[src/rtl/reservation_station.sv]
// In-order reservation station: circular FIFO of renamed ops feeding
// the scoreboard read port and a one-deep execute output register.
module reservation_station #(
    parameter int NUM_ENTRY  = 4,
    parameter int NUM_REG    = 8,
    parameter int OP_BIT     = 4,
    parameter int REG_ID_BIT = $clog2(NUM_REG),
    parameter int CNT_BIT    = $clog2(NUM_ENTRY + 1)
) (
    input  logic                  clk,
    input  logic                  rst_n,
    input  logic                  issue_vld,
    output logic                  issue_rdy,
    input  logic [OP_BIT-1:0]     issue_op,
    input  logic [REG_ID_BIT-1:0] issue_dst_reg,
    input  logic [REG_ID_BIT-1:0] issue_src_reg0,
    input  logic [REG_ID_BIT-1:0] issue_src_reg1,
    output logic                  fu_available,
    output logic [NUM_REG-1:0]    reg_read_pending,
    output logic                  rd_vld,
    input  logic                  rd_rdy,
    output logic [REG_ID_BIT-1:0] rd_reg0_id,
    output logic [REG_ID_BIT-1:0] rd_reg1_id,
    output logic [REG_ID_BIT-1:0] rd_write_reg_id_nxt,
    output logic                  ex_vld,
    input  logic                  ex_rdy,
    output logic [OP_BIT-1:0]     ex_op,
    output logic [REG_ID_BIT-1:0] ex_dst_reg
);

    localparam int PTR_BIT = $clog2(NUM_ENTRY);
    localparam logic [PTR_BIT-1:0] LAST = PTR_BIT'(NUM_ENTRY - 1);
    localparam logic [CNT_BIT-1:0] FULL = CNT_BIT'(NUM_ENTRY);

    logic [OP_BIT-1:0]     op_q   [NUM_ENTRY];
    logic [REG_ID_BIT-1:0] dst_q  [NUM_ENTRY];
    logic [REG_ID_BIT-1:0] src0_q [NUM_ENTRY];
    logic [REG_ID_BIT-1:0] src1_q [NUM_ENTRY];
    logic [NUM_ENTRY-1:0]  vld_q;

    logic [PTR_BIT-1:0] head;
    logic [PTR_BIT-1:0] tail;
    logic [CNT_BIT-1:0] count;

    logic has_entry;
    logic ex_free;
    logic push;
    logic pop;

    assign has_entry    = (count != '0);
    assign issue_rdy    = (count != FULL);
    assign fu_available = issue_rdy;
    assign ex_free      = !ex_vld || ex_rdy;
    assign rd_vld       = has_entry && ex_free;
    assign push         = issue_vld && issue_rdy;
    assign pop          = rd_vld && rd_rdy;

    assign rd_reg0_id          = has_entry ? src0_q[head] : '0;
    assign rd_reg1_id          = has_entry ? src1_q[head] : '0;
    assign rd_write_reg_id_nxt = has_entry ? dst_q[head]  : '0;

    // Register 0 means "unused", so it never shows as pending.
    always_comb begin
        reg_read_pending = '0;
        for (int i = 0; i < NUM_ENTRY; i++) begin
            if (vld_q[i]) begin
                reg_read_pending[src0_q[i]] = 1'b1;
                reg_read_pending[src1_q[i]] = 1'b1;
            end
        end
        reg_read_pending[0] = 1'b0;
    end

    always_ff @(posedge clk or negedge rst_n) begin
        if (!rst_n) begin
            vld_q <= '0;
            for (int i = 0; i < NUM_ENTRY; i++) begin
                op_q[i]   <= '0;
                dst_q[i]  <= '0;
                src0_q[i] <= '0;
                src1_q[i] <= '0;
            end
        end else begin
            if (pop) begin
                vld_q[head] <= 1'b0;
            end
            if (push) begin
                vld_q[tail]  <= 1'b1;
                op_q[tail]   <= issue_op;
                dst_q[tail]  <= issue_dst_reg;
                src0_q[tail] <= issue_src_reg0;
                src1_q[tail] <= issue_src_reg1;
            end
        end
    end

    always_ff @(posedge clk or negedge rst_n) begin
        if (!rst_n) begin
            head  <= '0;
            tail  <= '0;
            count <= '0;
        end else begin
            if (push) begin
                tail <= (tail == LAST) ? '0 : tail + 1'b1;
            end
            if (pop) begin
                head <= (head == LAST) ? '0 : head + 1'b1;
            end
            unique case ({push, pop})
                2'b10:   count <= count + 1'b1;
                2'b01:   count <= count - 1'b1;
                default: count <= count;
            endcase
        end
    end

    // A pop in the same cycle the FU consumes reloads without a bubble.
    always_ff @(posedge clk or negedge rst_n) begin
        if (!rst_n) begin
            ex_vld     <= 1'b0;
            ex_op      <= '0;
            ex_dst_reg <= '0;
        end else if (pop) begin
            ex_vld     <= 1'b1;
            ex_op      <= op_q[head];
            ex_dst_reg <= dst_q[head];
        end else if (ex_vld && ex_rdy) begin
            ex_vld <= 1'b0;
        end
    end

endmodule

[config.mk]
export PLATFORM = sky130hd
export DESIGN_NAME = reservation_station
export DESIGN_NICKNAME = d
export VERILOG_FILES = /design/src/rtl/reservation_station.sv
export SDC_FILE = /design/constraint.sdc
export NUM_CORES = 1
export LEC_CHECK = 0
export CAP_MARGIN = 20
export CORE_AREA = 2 2 67 133
export DETAILED_ROUTE_END_ITERATION = 7
export DIE_AREA = 0 0 69 135
export PLACE_DENSITY = 0.84
export SYNTH_ARGS = -nofsm -noshare
export SYNTH_HDL_FRONTEND = slang
export SYNTH_SLANG_ARGS = --single-unit
[constraint.sdc]
create_clock -name clk -period 2.06 [get_ports clk]
set_input_delay 0.206 -clock clk [delete_from_list [all_inputs] [get_ports clk]]
set_output_delay 0.206 -clock clk [all_outputs]
set_load 0.02 [all_outputs]
==> results_dict.tcl <==
set metrics [dict create \
    status "finished, final reports clean" \
    ys.flop_type "dfrtp_1" \
    cts_tree "yes" \
    post-route-util_pct 61.1 \
    relSlewSlack_pct 55.1 \
    timing.fmax_mhz 495 \
    place_congestion 0.944 \
    setup_violations 0 \
    synth_edf_count 0 \
    synth-seq-cells 71 \
    layout_min_cycle_time_ns 2.02 \
    hold_class "in -> async" \
    swShare_pct 39.3 \
    rsz0062_at_grt "true" \
    clk_pin_slew_worst_paths_ns 0.05 \
    tightest_slew_ns 0.674 \
    cap_viol_max_count 0 \
    grt_max_degree 44 \
    critical_path.max_fanout 3 \
    io_pins 46 \
    clk_path_buf_depth 2 \
    n_fill_cell 649 \
    finalSetupTns_ns 0 \
    synth_top_area_share_pct 42.8 \
    p_total_mw 9.52 \
    critPathKind "reg -> out" \
    place_area_mm2 0.00471 \
    dieArea_mm2 0.00932 \
    r2r_cells 8 \
    pre_cts_ws_ns -0.0298 \
    core-area_mm2 0.00823 \
    ir_worst_vdd_v 0.000932 \
    async_flop_share_pct 100 \
    yosysUniqueCellTypes 35 \
    finalNetCount 399 \
    vias 2858 \
    port_buffers 44 \
    antenna_found_initial 0 \
    first_pass_iters 4 \
    yosys_warnings 0 \
    dp_cells 453 \
    setup_slack_ns 0.0408 \
    ys_seq_area_share_pct 42.8 \
    grt_usage_pct 22.6 \
    p_comb_share_pct 52.5 \
    pwr_density_cell_mw_per_mm2 1890 \
    clockRootBuffer "clkbuf_16" \
    cp.arrival_ns 1.81 \
    timing.final.crit_share_pct 98.0 \
    synth.area.top_cells "dfrtp_1 (43%), mux2_4 (13%), mux2_2 (7.1%), mux4_2 (7.1%), nor3b_1 (4.3%)" \
    r2r-start "count[1]" \
    power.leakage_nw 2.21 \
    grt-ovfl-total 0 \
    hold_viol_final 0 \
    clk_latency_ns 0.33 \
    crit_end "rd_reg1_id[1]" \
    cts_buffers 9 \
    yosysTopAreaCell "dfrtp_1" \
    fin_cells 474 \
    grt_pass1_wl_um 16300 \
    intPower_mw 5.78 \
    grt_pass1_vias 3126 \
    synth_fp_nets 341 \
    yosys.cell_count.top_type "dfrtp_1" \
    synth_common_cells "dfrtp_1 (71), mux2_4 (37), mux2_2 (26)" \
    slew_violations 0 \
    regMostFlops "op_q" \
    diodes 0 \
    drc 0 \
    postSynthCellCount 313 \
    worst_setup_path_end_kind "output port" \
    postSynthAreaPerCell_um2 13.3 \
    initial_core_util_pct 50.4 \
    routedWlPerCell_um 21.3 \
    wl_um 10100 \
    dp_hpwl_um 7020 \
    ant_nets 0 \
    whs_ns 0.455 \
    finalInstanceArea_mm2 0.00503 \
    switching_power_mw 3.74 \
    h-tree-depth 3 \
    worstSetupStartpoint "head[0]" \
    syn_to_final_growth_pct 21.2 \
    fp-row-count 47 \
    final.setup_skew_ns 0.00612 \
    largest_reg_flops 16 \
    synthesis.area_mm2 0.00415 \
    drt-initial-drc-count 152 \
    rr_endpoint "count[2]" \
    die_w_um 69 \
    viasPerCell 6.03 \
    r2r_setup_slack_ns 0.05 \
    clock-sinks 71 \
    die_h_um 135 \
    pwr-share-clk_pct 14.3 \
    required_ns 1.85 \
    drive_above_1_share_pct 38.8 \
    startpoint_type "flop" \
    seqPwrFrac_pct 33.2 \
]
==> placed cells by master, fill, tap and decap left out, drive strengths merged, types with 9 or more instances in the layout <==
master / netlist / layout
nand2: 15 / 15
nand3b: 19 / 19
a21boi: 9 / 9
mux2: 63 / 63
ha: 9 / 9
clkdlybuf4s50: 0 / 25
buf: 11 / 19
dfrtp: 71 / 71
clkbuf: 4 / 16
dlygate4sd2: 0 / 9
and2: 9 / 9
nor3b: 24 / 24
o21ai: 17 / 17
mux4: 13 / 13
==> critical path: stages, from the launching register on <==
cell and delay (ns):
dfrtp_2 0.40, buf_4 0.16, mux4_2 0.51, and2_1 0.17, clkdlybuf4s15_2 0.25
==> per-layer routing <==
| layer | GRT usage, % | vias to the layer above | wire [µm] | part of all wire [%] |
|---|---|---|---|---|
| li1 | - | 1267 | - | - |
| met1 | 23.4 | 1484 | 3720 | 37 |
| met2 | 42.3 | 74 | 5640 | 56 |
| met3 | 2.99 | 33 | 247 | 2.4 |
| met4 | 13.9 | 0 | 474 | 4.7 |
| met5 | 0 | - | 0 | 0 |
==> how the worst min path moves through the flow <==
stage / from / end / slack [ns] / cells after the start
floorplan: rst_n / count[0] / -0.09 / 0
global placement: rst_n / tail[0] / 0.27 / 1
detailed placement: rst_n / dst_q[7] / 0.28 / 1
CTS: rst_n / ex_dst_reg[0] / 0.47 / 2
global route: rst_n / ex_dst_reg[1] / 0.52 / 2
finish: rst_n / ex_dst_reg[0] / 0.46 / 2
==> power groups by stage <==
| stage | logic, mW | clock network (mW) | registers, mW |
|---|---|---|---|
| 6_report | 4.99 | 1.36 | 3.16 |
| 5_1_grt | 5.33 | 1.43 | 3.26 |
| 4_1_cts | 5.07 | 1.38 | 3.13 |
| 3_5_place_dp | 5.10 | 0 | 3.10 |
| 3_3_place_gp | 5.00 | 0 | 3.04 |
| 2_1_floorplan | 3.57 | 0 | 2.78 |
==> logic make-up after synthesis <==
kind of cell	after synthesis	synth area share, %
AND/OR/NAND/NOR	93	15.6
other	1	0.0903
flip-flops	71	42.8
buffers and inverters	23	4.49
adder cells (fa/ha/maj)	10	3.19
AO/OA/AOI/OAI	35	5.52
multiplexers	77	27.7
XOR/XNOR	3	0.633
==> cell type report <==
cell class / count / area [µm²] / share of cell area [%]
multi-input combinational: 219 / 2230 / 44.4
sequential: 71 / 1800 / 35.7
timing repair buffer: 62 / 592 / 11.8
clock buffer: 11 / 233 / 4.62
tap: 98 / 123 / 2.44
inverter: 8 / 32.5 / 0.646
clock inverter: 5 / 25.0 / 0.497
==> timing repair <==
action,in CTS,in global routing
cloned,1,0
pin swaps,1,3
gates resized for setup,51,8
setup endpoints to repair,19,9
hold buffers,1,0
setup buffers,3,0
endpoints found under the hold margin,28,0
Power figures use the tool's default switching activity.
